**src/rtl/cdb_arbiter.sv**
```systemverilog
// rtl/cdb_arbiter.sv - round-robin Common Data Bus arbiter with registered broadcast
// Optional statistics counters are built when CDB_ARB_STATS_EN is defined.
module cdb_arbiter #(
    parameter int N_REQ    = 4,
    parameter int FU_TAG_W = 3,
    parameter int RS_W     = 3,
    parameter int DATA_W   = 32,
    localparam int PAYLOAD_W = FU_TAG_W + RS_W + DATA_W
) (
    input  logic                       clk,
    input  logic                       rst,
    input  logic                       flush,
    input  logic [N_REQ-1:0]           req,
    input  logic [N_REQ*PAYLOAD_W-1:0] payload_in,
    output logic [PAYLOAD_W:0]         cdb,
    output logic [N_REQ-1:0]           grant,
    output logic [31:0]                stat_bcast,
    output logic [31:0]                stat_conflict
);

    localparam int PTR_W = (N_REQ > 1) ? $clog2(N_REQ) : 1;

    logic [PAYLOAD_W:0]   cdb_q, cdb_d;
    logic [N_REQ-1:0]     grant_q, grant_d;
    logic [PTR_W-1:0]     rr_ptr_q, rr_ptr_d;
    logic [N_REQ-1:0]     elig;
    logic                 win_found;
    logic [PTR_W-1:0]     win_idx;
    logic [PAYLOAD_W-1:0] pay_arr [N_REQ];

    for (genvar i = 0; i < N_REQ; i++) begin : g_unpack
        assign pay_arr[i] = payload_in[i*PAYLOAD_W +: PAYLOAD_W];
    end

    // The grant register doubles as the previous-winner mask.
    always_comb begin
        int idx;
        logic [PTR_W-1:0] cand;
        elig      = req & ~grant_q;
        win_found = 1'b0;
        win_idx   = '0;
        idx       = 0;
        cand      = '0;
        for (int k = 0; k < N_REQ; k++) begin
            idx = int'(rr_ptr_q) + k;
            if (idx >= N_REQ) begin
                idx = idx - N_REQ;
            end
            cand = PTR_W'(idx);
            if (!win_found && elig[cand]) begin
                win_found = 1'b1;
                win_idx   = cand;
            end
        end
    end

    always_comb begin
        cdb_d    = '0;
        grant_d  = '0;
        rr_ptr_d = rr_ptr_q;
        if (!flush && win_found) begin
            cdb_d            = {1'b1, pay_arr[win_idx]};
            grant_d[win_idx] = 1'b1;
            if (win_idx == PTR_W'(N_REQ - 1)) begin
                rr_ptr_d = '0;
            end else begin
                rr_ptr_d = win_idx + PTR_W'(1);
            end
        end
    end

    always_ff @(posedge clk) begin
        if (rst) begin
            cdb_q    <= '0;
            grant_q  <= '0;
            rr_ptr_q <= '0;
        end else begin
            cdb_q    <= cdb_d;
            grant_q  <= grant_d;
            rr_ptr_q <= rr_ptr_d;
        end
    end

    assign cdb   = cdb_q;
    assign grant = grant_q;

`ifdef CDB_ARB_STATS_EN
    logic [31:0] stat_bcast_q, stat_bcast_d;
    logic [31:0] stat_conflict_q, stat_conflict_d;

    // Counters survive flush; only reset clears them.
    always_comb begin
        stat_bcast_d    = stat_bcast_q;
        stat_conflict_d = stat_conflict_q;
        if (!flush) begin
            if (win_found) begin
                stat_bcast_d = stat_bcast_q + 32'd1;
            end
            if ($countones(elig) >= 2) begin
                stat_conflict_d = stat_conflict_q + 32'd1;
            end
        end
    end

    always_ff @(posedge clk) begin
        if (rst) begin
            stat_bcast_q    <= '0;
            stat_conflict_q <= '0;
        end else begin
            stat_bcast_q    <= stat_bcast_d;
            stat_conflict_q <= stat_conflict_d;
        end
    end

    assign stat_bcast    = stat_bcast_q;
    assign stat_conflict = stat_conflict_q;
`else
    assign stat_bcast    = 32'd0;
    assign stat_conflict = 32'd0;
`endif

endmodule
```
**config.mk**
```make
export PLATFORM = sky130hd
export DESIGN_NAME = cdb_arbiter
export DESIGN_NICKNAME = d
export VERILOG_FILES = /design/src/rtl/cdb_arbiter.sv
export SDC_FILE = /design/constraint.sdc
export NUM_CORES = 1
export LEC_CHECK = 0
export CAP_MARGIN = 20
export CORE_MARGIN = 2
export CORE_UTILIZATION = 29
export DETAILED_ROUTE_END_ITERATION = 7
export PLACE_DENSITY = 0.79
export SETUP_SLACK_MARGIN = 0.02
export SLEW_MARGIN = 20
export SYNTH_ARGS = -nofsm -noshare
export SYNTH_HDL_FRONTEND = slang
export SYNTH_SLANG_ARGS = --single-unit
```
**constraint.sdc**
```tcl
create_clock -name clk -period 1.57 [get_ports clk]
set_input_delay 0.157 -clock clk [delete_from_list [all_inputs] [get_ports clk]]
set_output_delay 0.157 -clock clk [all_outputs]
set_load 0.05 [all_outputs]
```
* After elaboration in Yosys (flattened, before gate mapping)
Index checks and enable logic that the tools add are counted.
** Word-level totals
- Input port bits :: 159
- Output and inout port bits :: 107
- Bits in registers :: 45
- Logic and storage cells :: 65
** Cells by class
- Multiplexer cells :: 27
- $lt $le $gt $ge :: 11
- Equal/unequal tests :: 1
- Add/sub/neg operators :: 8
- Bitwise operators :: 4
- Reductions and logical operators :: 10
** Operators by type and width (count)
- $bmux 38 s2 :: 1
- $mux 38 :: 2
- $mux 39 :: 1
- $mux 2 :: 9
- $lt 2x3->1 const B :: 5
- $ge 3x3->1 const B :: 4
- $mux 1 :: 9
- $bmux 1 s2 :: 4
- $sub 2x1->2 const B :: 4
- $add 2x2->3 const B :: 2
- $logic_and 1x1->1 :: 5
- $and 4x4->4 :: 1
- $logic_not 1->1 :: 4
- $not 4->4 :: 1
- $add 2x1->3 const B :: 1
- $ge 2x3->1 const B :: 1
- $not 2->3 :: 1
- $add 2x1->2 const B :: 1
- $demux 1 s2 :: 1
- $eq 2x2->1 const B :: 1
- $ge 2x1->1 const B :: 1
- $reduce_or 2->1 :: 1
- $not 1->1 :: 1

* Depth between registers and ports, before layout
Gate-level depths: netlist of the first run.
- Depth after elaboration :: 19
- Gate-level depth with buffers :: 8
- Mapped depth without buffers :: 7

* Least setup slack after synthesis of the first run
No wires, ideal clock.
- Kind :: register to register
- Start :: reg grant_q[1] (netlist: grant[1])
- End :: reg grant_q[0] (netlist: grant[0])
- Stages on the path, launching flop included :: 9
- Path buffers :: 2
- Period minus slack after synthesis :: 2024 ps
- Path slack :: -454 ps
- Library setup time :: 115 ps
- Arrival :: 1909 ps
- Required time :: 1455 ps
- Cell sequence :: dfxtp_1 > and2b_1 > a211oi_1 > o22a_1 > buf_2 > buf_4 > inv_1 > ha_1 > and2_1
** Between the ends
- Cells in the longest elaborated chain, start to end :: 18
- Elaborated cells on any way between the ends :: 32
- Classes of those cells :: 2 x order compare; 18 x mux; 3 x bitwise; 9 x reduce/logical
** Ends and longest elaborated chain
- start: declaration :: line 24 : logic [N_REQ-1:0] grant_q, grant_d;
- start signal: assignment :: line 79 : grant_q <= grant_d;
- $not 4->4 (*) :: line 39 : elig = req & ~grant_q;
- $and 4x4->4 (*) :: line 39
- $bmux 1 s2 :: line 50 : if (!win_found && elig[cand]) begin
- $mux 1 (not written as such) :: line 50
- $mux 1 :: line 50
- $logic_not 1->1 :: line 50
- $logic_and 1x1->1 :: line 50
- $mux 1 :: line 50
- [2 not listed]
- $mux 1 :: line 50
- $logic_not 1->1 :: line 50
- $logic_and 1x1->1 :: line 50
- $mux 2 :: line 50
- $lt 2x3->1 (not written as such) or $ge 2x1->1 (tied branches) :: line 63 : grant_d[win_idx] = 1'b1;
- $logic_and 1x1->1 (not written as such) :: line 63
- $mux 1 (not written as such) :: line 63
- $demux 1 s2 :: line 63
Every way passes the cells marked *; elsewhere a longest branch is shown, timed or not. The select of a mux whose other input is x is not followed.
A chain may end at the register's enable or synchronous reset.

* Worst setup path in the final report of the first run
- Start :: reg rr_ptr_q[0]
- End :: reg cdb_q[6] (netlist: cdb[6])
** Between the ends
- Cells in the longest elaborated chain, start to end :: 18
- Elaborated cells on any way between the ends :: 44
- Classes of those cells :: 7 x add/sub; 4 x order compare; 23 x mux; 2 x bitwise; 8 x reduce/logical
** Ends and longest elaborated chain
- start: declaration :: line 25 : logic [PTR_W-1:0] rr_ptr_q, rr_ptr_d;
- start signal: assignment :: line 80 : rr_ptr_q <= rr_ptr_d;
- branches (longest 18 deep; another with $add 2x1->3)
- end signal: assignment :: line 74 : cdb_q <= '0;
- end signal: assignment :: line 78 : cdb_q <= cdb_d;
- end: declaration :: line 23 : logic [PAYLOAD_W:0] cdb_q, cdb_d;
Several ways; the timed one is not identified. The select of a mux whose other input is x is not followed.

==> results.md, run 1 <==
* Leakage at 0.00234 µW
* Failing checks: setup timing
* Clock Latency Late Sink at 0.30 ns
* Top Family by Delay on Critical Path: simple AND/OR/NAND/NOR gates
* Crit Path Max Fanout at 8
* Die Ht at 105 µm
* Sink Count at 45
* Switching share of total power at 0.392
* Clk network pwr share at 0.214
* Status: finished, violations left
* Synthesized area at 2960 µm²
* Clk slew on worst S/H paths at 0.10 ns
* Clock root cell: clkbuf_8
* CP peak stage delay at 0.40 ns
* NetSw at 1760 µW
* GR Util All Layers at 0.182
* Final setup vio count at 43
* MaxCap Viol Count at 0
* Total Nets Final at 708
* DRC Markers at 0
* TritonCTS clock tree: built
* Layout Utilization at 0.537
* Gr ovfl total at 0
* Main synth FF type: dfxtp_1
* Seq/Total Area, Yosys at 0.304
* Cells along the critical path: or3b_4 > nand2_2 > o22a_4 > buf_8 > mux2i_2 > o221ai_2
* Number of nets with antenna violations after detailed routing at 0
* Core Region at 9860 µm²
* Final non-filler cell total at 679
* Die area at 11000 µm²
* Final Skew at 0.0136 ns
* P_int at 2720 µW
* Synth Warn # at 0
* Overall power at 4480 µW
* Final worst slack at -0.180 ns
* Comb power frac at 0.494
* # rows at 36
* Fmax at 0.571 GHz
* Post-Synthesis Cells at 325
* Worst path buffer plus inverter count at 1
* Proportion of layout cells with a drive suffix above 1 at 0.244
* Count of pins over their slew limit at 0
* IR Drop Worst-Case VDD at 372 µV
* WP data arrival at 1.93 ns
* CTS H-tree lvls at 2
* Largest net degree at the start of global routing at 29
* Total CTS buffers at 5
* Post-DR vias/cell at 4.43
* Port buffer count at 201
* ANT cells at 0
* Final hold vios at 0
* Post-DR wirelength/cell at 15.8 µm
* Critical Path RT at 1.75 ns
* Ys async rst share at 0
* Final period util at 1.11
* Final GP Congestion at 0.912
* Final hold slack at 0.439 ns
* Hpwl dp at 8400 µm
* Area grow syn2layout at 78.7%
* Worst Setup End Kind: register
* Startpoint Class: register
* Syn_area_per_cell at 9.12 µm²
* Critical path class: register to register
* Initial antenna violation count at 0
* Number of I/O pins at 266
* Maximum root-to-sink buffer count at 2
* Vias in the first global route at 2977
* Number of synthesized flops with an enable pin at 0
* Post-Place Cells at 667
* Die X at 105 µm
* RSZ-0062 raised after global routing: true
* Initial DRC Count at 129
* Total number of vias at 3005
* Global-route wire length before repair at 15700 µm
* Initial Utilization at 0.300
* Yosys reg bits at 45
* Synth unique cells at 32
* Drt first pass iters at 5
* P per Cell Area at 845 nW/µm²
* Part of the power in registers at 0.292
* Slowest CP cell: or3b_4
* Fin crit period at 1.75 ns
* Total Wirelength at 10700 µm
* Hold WC Path Type: primary input to register
through the flow:
| step | TNS [ns] | area, µm² | worst slack, ns |
|---|---|---|---|
| floorplan | -5.22 | 3250 | -0.162 |
| global placement | -17.34 | 4960 | -0.433 |
| detailed placement | -19.22 | 4960 | -0.498 |
| CTS | -4.92 | 5240 | -0.147 |
| global route | -8.54 | 5300 | -0.247 |
| finish | -5.73 | 5300 | -0.180 |
sequential cells by signal, indices dropped and copies added (netlist names):
| signal | count |
|---|---|
| cdb | 39 |
| rr_ptr_q | 2 |
| grant | 4 |
kinds of logic after synthesis:
logic type      share of synthesized area
flops                               0.304
compound gates                      0.183
simple gates                        0.105
fa+ha+maj                          0.0169
buf+inv                             0.261
other cells                       0.00127
mux                                 0.128
final timing paths:
path                         from     endpoint  slack (ns)  cells past startpoint
hold / removal    payload_in[119]       cdb[5]        0.44                      3
hold reg to reg       rr_ptr_q[1]  rr_ptr_q[1]        0.62                      2
setup / recovery      rr_ptr_q[0]       cdb[6]       -0.18                      6
setup reg to reg      rr_ptr_q[0]       cdb[6]       -0.18                      6
final cells by class:
type | count | area [µm²]
Sequential cell | 45 | 915
Inverter | 41 | 154
Fill cell | 850 | 4570
Timing Repair Buffer | 232 | 2270
Tap cell | 133 | 166
Multi-Input combinational cell | 220 | 1670
Clock buffer | 6 | 82.6
Clock inverter | 2 | 36.3
cells in the mapped netlist, types with 3 or more instances:
cell      count  area (µm²)
buf_4        66         495
dfxtp_1      45         901
inv_1        41         154
nand2_1      40         150
mux2i_1      38         380
o221ai_2     20         300
o221ai_1     18         158
buf_2         8        40.0
nor2_1        5        18.8
a21oi_1       4        20.0
and2_1        4        25.0
ha_1          4        50.1
and2b_1       3        22.5
buf_6         3        33.8
clkbuf_1      3        11.3
nand2b_1      3        18.8
cells in the final DEF, fill, tap and decap left out, types with 2 or more instances in the layout:
master	instances
and2b_2	2
buf_16	2
conb_1	64
a21oi_1	4
dfxtp_1	40
nor2_1	5
mux2i_4	3
buf_4	63
dfxtp_2	2
dfxtp_4	3
and2_1	4
ha_1	3
clkbuf_8	6
mux2i_2	6
clkdlybuf4s50_1	158
mux2i_1	29
o21ai_0	2
nand2_1	39
o221ai_1	18
buf_6	2
o221ai_2	20
inv_1	40
a211oi_2	2
nand2b_1	3
buf_12	5
metal layers:
| metal | vias up | track usage | routed length, µm |
|---|---|---|---|
| li1 | 1421 | - | - |
| met1 | 1398 | 0.182 | 3770 |
| met2 | 162 | 0.357 | 5800 |
| met3 | 24 | 0.0430 | 808 |
| met4 | 0 | 0.0733 | 352 |
| met5 | - | 0 | 0 |
worst register-to-register path: cells and delay by family, from the launching register on:
| family | cells | cell delay (ns) |
|---|---|---|
| AND/OR/NAND/NOR | 2 | 0.48 |
| flip-flops | 1 | 0.35 |
| AO/OA/AOI/OAI | 2 | 0.35 |
| multiplexers | 1 | 0.26 |
| buffers and inverters | 1 | 0.19 |
power by group through the flow:
stage          registers (µW)  logic, µW  clock network (µW)
2_1_floorplan            1700       1040                   0
3_3_place_gp             1330       1990                   0
3_5_place_dp             1330       2020                   0
4_1_cts                  1310       2160                 976
5_1_grt                  1320       2310                1030
6_report                 1310       2210                 959
timing repair:
action                     in CTS  in global routing
buffers inserted                1                  0
pin swaps                       3                  2
hold buffers                    0                  0
resized for setup              22                  8
gates cloned                    2                  1
setup endpoints to repair      43                 44
Note: power is estimated with default switching activity, not from simulation.
==> run 2, diff against run 1 <==
--- a/config.mk
+++ b/config.mk
@@ -6,7 +6,7 @@
 export NUM_CORES = 1
 export LEC_CHECK = 0
 export CAP_MARGIN = 20
-export CORE_MARGIN = 2
+export CORE_MARGIN = 4
 export CORE_UTILIZATION = 29
 export DETAILED_ROUTE_END_ITERATION = 7
 export PLACE_DENSITY = 0.79
==> results.md, run 2 (synthesis results as in run 1) <==
* Status: finished, violations left
* Failing checks: setup timing
* IR Drop Worst-Case VDD at 398 µV (+6.7%)
* Clk slew on worst S/H paths at 0.10 ns (about the same)
* RSZ-0062 raised after global routing: true
* Fmax at 0.570 GHz (-0.16%)
* Initial antenna violation count at 0 (unchanged)
* Initial DRC Count at 87 (-33%)
* CP peak stage delay at 0.37 ns (-0.03 ns)
* Final setup vio count at 44 (+2.3%)
* Global-route wire length before repair at 15000 µm (-4.2%)
* Global-route met2 utilization at 0.317 (-0.0396)
* Port buffer count at 201 (unchanged)
* Met1 Usage GRT at 0.166 (-0.0154)
* Sink Count at 45 (unchanged)
* Final Skew at 0.00424 ns (-0.00939 ns)
* Startpoint Class: register
* Final-layout fill cell count at 838 (-1.4%)
* R2R setup slack at -0.18 ns (about the same)
* Worst path buffer plus inverter count at 1 (unchanged)
* Final hold vios at 0 (unchanged)
* Grt peak-use layer: met2
* DRC Markers at 0 (unchanged)
* Die Ht at 109 µm (+3.8%)
* Initial Utilization at 0.300 (unchanged)
* TritonCTS clock tree: built
* Final Cell Area at 5410 µm² (+2.2%)
* GR Util All Layers at 0.162 (-0.0196)
* Total number of vias at 2978 (-0.90%)
* Hpwl dp at 8710 µm (+3.7%)
* R2R cell count at 6 (unchanged)
* R2R Path End: cdb[33]
* Die X at 109 µm (+3.8%)
* Post-DR vias/cell at 4.37 (-1.3%)
* Number of nets with antenna violations after detailed routing at 0 (unchanged)
* Proportion of layout cells with a drive suffix above 1 at 0.277 (+0.0333)
* Clock root cell: clkbuf_8
* Overall power at 4330 µW (-3.2%)
* Slowest CP cell: dfxtp_4
* Area grow syn2layout at 82.6%
* Vias in the first global route at 2976 (-0.034%)
* Total Nets Final at 711 (+0.42%)
* Final non-filler cell total at 682 (+0.44%)
* Total CTS buffers at 5 (unchanged)
* WP data arrival at 1.94 ns (about the same)
* Hold Crit Start: payload_in[131]
* Layout Utilization at 0.549 (+0.0117)
* Hold depth at 3 (unchanged)
* Final worst slack at -0.183 ns (-0.00273 ns)
* Critical Path RT at 1.75 ns (about the same)
* CTS H-tree lvls at 2 (unchanged)
* # rows at 36 (unchanged)
* Leakage at 0.00236 µW (+1.1%)
* Most common cell after layout, fill and taps aside: clkdlybuf4s50_1
* Worst Setup End Kind: register
* # hold bufs at CTS at 0 (unchanged)
* Drt first pass iters at 5 (unchanged)
* Largest net degree at the start of global routing at 28 (-3.4%)
* Crit Path Max Fanout at 17 (+9)
* Die area at 11900 µm² (+7.8%)
* Max reg flops at 39 (unchanged)
* ANT cells at 0 (unchanged)
* Maximum root-to-sink buffer count at 2 (unchanged)
* Pre-CTS setup slack at -0.474 ns (+0.0231 ns)
* Post-Place Cell Area at 5000 µm² (+0.91%)
* Gr ovfl total at 0 (unchanged)
* P per Cell Area at 801 nW/µm² (-5.3%)
* Critical path class: register to register
* Clock Latency Late Sink at 0.29 ns (about the same)
* CP Launch Point: grant[1]
* Total Wirelength at 11300 µm (+5.0%)
* Hold WC Path Type: primary input to register
* Top Family by Delay on Critical Path: compound AO/OA/AOI/OAI gates
* MaxCap Viol Count at 0 (unchanged)
* Core Region at 9860 µm² (unchanged)
* Post-Place Cells at 668 (+0.15%)
* Hold path endpoint: cdb[17]
* Cells along the critical path: and2b_2 > a211oi_2 > o22a_4 > buf_12 > mux2i_2 > o221ai_2
* GR Util met3 at 0.0403 (-0.00278)
* Final GP Congestion at 0.813 (-11%)
* Final period util at 1.12 (+0.00174)
* Count of pins over their slew limit at 0 (unchanged)
* Number of I/O pins at 266 (unchanged)
* R2R Path Start: grant[1]
* Post-DR wirelength/cell at 16.5 µm (+4.5%)
* Most frequent cells in the layout: clkdlybuf4s50_1, buf_4, conb_1
* Fin crit period at 1.75 ns (+0.00273 ns)
-- run 2: cell types whose count changed in the layout (fill, tap and decap cells not counted), moves of 2 or more --
cell       before  now
mux2i_2         6    9
buf_4          63   65
buf_12          5    8
buf_16          2    0
mux2i_1        29   27
clkbuf_16       1    3
o221ai_1       18    8
o221ai_2       20   30
-- run 2: what timing repair did --
| item | in CTS | in global routing |
|---|---|---|
| setup endpoints to repair | 43 | 44 |
| gates resized for setup | 20 | 26 |
| setup buffers | 1 | 2 |
| gates cloned | 0 | 3 |
| hold endpoints to repair | 0 | 0 |
| pin swaps | 2 | 5 |
-- run 2: how the worst max path moves through the flow --
stage	to	slack [ns]	cells after the start
after floorplan	rr_ptr_q[1]	-0.16	7
after global placement	cdb[14]	-0.44	7
after detailed placement	cdb[32]	-0.47	7
after CTS	rr_ptr_q[1]	-0.16	7
after global routing	cdb[27]	-0.23	7
final	cdb[33]	-0.18	6
-- run 2: where the power goes --
group	switching (µW)	internal (µW)
sequential	52.2	1260
clock	444	317
combinational	1290	972
total	1790	2550
-- run 2: through the flow --
stage	TNS (ns)	hold slack (ns)
2_1_floorplan	-5.22	0.226
3_3_place_gp	-17.57	0.560
3_5_place_dp	-18.40	0.585
4_1_cts	-4.27	0.426
5_1_grt	-8.24	0.429
6_report	-5.67	0.441
-- run 2: layout make-up --
| cell class | count | area, µm² | share of cell area |
|---|---|---|---|
| timing repair buffer | 235 | 2320 | 0.428 |
| multi-input combinational | 220 | 1770 | 0.327 |
| sequential | 45 | 916 | 0.169 |
| tap | 133 | 166 | 0.0307 |
| inverter | 41 | 156 | 0.0289 |
| clock buffer | 5 | 68.8 | 0.0127 |
| clock inverter | 3 | 21.3 | 0.00393 |
-- run 2: worst min-delay path: stages --
cell and delay [ns]:
clkdlybuf4s50_1 0.45, nand2_1 0.04, o221ai_1 0.05
-- run 2: metal layers --
metal  up-vias  routed length [µm]
li1       1422                   -
met1      1385                3800
met2       157                6160
met3        14                1080
met4         0                 240
met5         -                   0
==> run 3, diff against run 2 <==
--- a/config.mk
+++ b/config.mk
@@ -6,6 +6,7 @@
 export NUM_CORES = 1
 export LEC_CHECK = 0
 export CAP_MARGIN = 20
+export CORE_ASPECT_RATIO = 0.5
 export CORE_MARGIN = 4
 export CORE_UTILIZATION = 29
 export DETAILED_ROUTE_END_ITERATION = 7
==> results.md, run 3 (synthesis results as in run 1) <==
* Final-layout fill cell count at 815 (-2.7%)
* Drt first pass iters at 4 (-1)
* Global-route wire length before repair at 15100 µm (+0.50%)
* R2R Path Start: rr_ptr_q[0]
* Max reg flops at 39 (unchanged)
* NetSw at 1790 µW (+0.24%)
* Number of nets with antenna violations after detailed routing at 0 (unchanged)
* CP peak stage delay at 0.42 ns (+0.05 ns)
* Top Family by Delay on Critical Path: simple AND/OR/NAND/NOR gates
* Sink Count at 45 (unchanged)
* Layout Utilization at 0.560 (+0.0109)
* Die X at 151 µm (+38%)
* Most frequent cells in the layout: clkdlybuf4s50_1, conb_1, buf_4, dfxtp_1
* Vias in the first global route at 2935 (-1.4%)
* MaxCap Viol Count at 0 (unchanged)
* Part of the power in registers at 0.266 (-0.036)
* Worst path buffer plus inverter count at 1 (unchanged)
* GR Util All Layers at 0.161 (-0.00120)
* Initial DRC Count at 88 (+1.1%)
* WP data arrival at 1.93 ns (about the same)
* R2R cell count at 6 (unchanged)
* Count of pins over their slew limit at 0 (unchanged)
* Post-DR wirelength/cell at 15.8 µm (-4.5%)
* Port buffer count at 201 (unchanged)
* Cells along the critical path: or3b_4 > nand2_2 > o22a_4 > buf_12 > mux2i_1 > o221ai_2
* TritonCTS clock tree: built
* Fmax at 0.563 GHz (-1.2%)
* Clk network pwr share at 0.280 (+0.104)
* Post-Place Cell Area at 4980 µm² (-0.45%)
* Final hold slack at 0.454 ns (+0.0126 ns)
* # rows at 25 (-31%)
* Final Skew at 0.00574 ns (+0.00150 ns)
* Die Ht at 79.5 µm (-27%)
* Initial antenna violation count at 0 (unchanged)
* Post-DR vias/cell at 4.28 (-1.9%)
* Final setup vio count at 43 (-2.3%)
* Final period util at 1.13 (+0.0138)
* Worst Setup End Kind: register
* Most common cell after layout, fill and taps aside: clkdlybuf4s50_1
* P_int at 3110 µW (+22%)
* Switching share of total power at 0.365 (-0.0471)
* Fin crit period at 1.77 ns (+0.0216 ns)
* # hold bufs at CTS at 0 (unchanged)
* Clock Latency Late Sink at 0.28 ns (about the same)
* P per Cell Area at 904 nW/µm² (+13%)
* Slowest CP cell: or3b_4
* IR Drop Worst-Case VDD at 394 µV (-0.78%)
* Final worst slack at -0.205 ns (-0.0216 ns)
* Clk slew on worst S/H paths at 0.07 ns (-0.03 ns)
* Final hold vios at 0 (unchanged)
* Total CTS buffers at 5 (unchanged)
* Total Nets Final at 707 (-0.56%)
* Crit Path Max Fanout at 14 (-3)
* Hpwl dp at 8600 µm (-1.2%)
* Startpoint Class: register
* Gr ovfl total at 0 (unchanged)
* CTS H-tree lvls at 2 (unchanged)
* Total Wirelength at 10700 µm (-4.7%)
* Clock root cell: clkbuf_16
* R2R setup slack at -0.20 ns (-0.02 ns)
* ANT cells at 0 (unchanged)
* Hold Crit Start: payload_in[137]
* Largest net degree at the start of global routing at 21 (-25%)
* Failing checks: setup timing
* Final GP Congestion at 0.829 (+1.9%)
* Die area at 12000 µm² (+0.83%)
* RSZ-0062 raised after global routing: true
* DRC Markers at 0 (unchanged)
* Maximum root-to-sink buffer count at 2 (unchanged)
* Final Cell Area at 5430 µm² (+0.25%)
* Number of I/O pins at 266 (unchanged)
* Hold depth at 3 (unchanged)
* Hold path endpoint: cdb[23]
* Total number of vias at 2912 (-2.2%)
* Status: finished, violations left
* Leakage at 0.00238 µW (+0.64%)
* Proportion of layout cells with a drive suffix above 1 at 0.273 (-0.00347)
* R2R Path End: cdb[12]
* Critical Path RT at 1.73 ns (-0.02 ns)
* Core Region at 9700 µm² (-1.7%)
* Area grow syn2layout at 83.1%
* Initial Utilization at 0.306 (+0.00520)
* Hold WC Path Type: primary input to register
* Comb power frac at 0.454 (-0.068)
* Critical path class: register to register
* Setup TNS at -5.21 ns (+0.462 ns)
[run 3: stage by stage]
step                setup WS [ns]  total power, µW  instances
finish                     -0.205             4900        680
global route               -0.258             5100        680
CTS                        -0.132             4790        679
detailed placement         -0.533             3360        670
global placement           -0.437             3340        670
floorplan                  -0.162             2730        388
[run 3: power by group through the flow]
stage	Clock, µW	Sequential (µW)	Combinational (µW)
finish	1370	1300	2220
global route	1450	1310	2340
CTS	1400	1300	2090
detailed placement	0	1330	2030
global placement	0	1320	2020
floorplan	0	1700	1040
[run 3: area by class of cell]
class,instances,area [µm²],area share
tap,135,169,0.0311
timing repair buffer,231,2240,0.412
clock inverter,3,65.1,0.0120
sequential,45,915,0.169
clock buffer,5,125,0.0231
multi-input combinational,220,1760,0.325
inverter,41,154,0.0284
[run 3: repair_timing]
item,CTS,global route
endpoints found under the setup margin,43,44
pin swaps,3,4
resized for setup,19,36
setup buffers,2,2
[run 3: worst max path at each step]
stage                     start          end  slack (ns)  cells past startpoint
floorplan              grant[3]  rr_ptr_q[1]       -0.16                      7
global placement         req[2]       cdb[1]       -0.44                      7
detailed placement       req[2]      cdb[28]       -0.53                      7
CTS                 rr_ptr_q[0]  rr_ptr_q[1]       -0.13                      7
global route        rr_ptr_q[0]      cdb[12]       -0.26                      6
finish              rr_ptr_q[0]      cdb[12]       -0.20                      6
[run 3: worst reg2reg max path, cell delays in order, from the launching register on]
cell and delay, ns:
dfxtp_2 0.35, or3b_4 0.42, nand2_2 0.08, o22a_4 0.22, buf_12 0.19, mux2i_1 0.27, o221ai_2 0.13
[run 3: per-layer routing]
| layer | track usage | wire length (µm) | up-vias | share of wire |
|---|---|---|---|---|
| met5 | 0 | 0 | - | 0 |
| met1 | 0.174 | 3950 | 1341 | 0.37 |
| met2 | 0.317 | 5850 | 134 | 0.54 |
| li1 | - | - | 1417 | - |
| met3 | 0.0295 | 675 | 20 | 0.063 |
| met4 | 0.0533 | 263 | 0 | 0.024 |
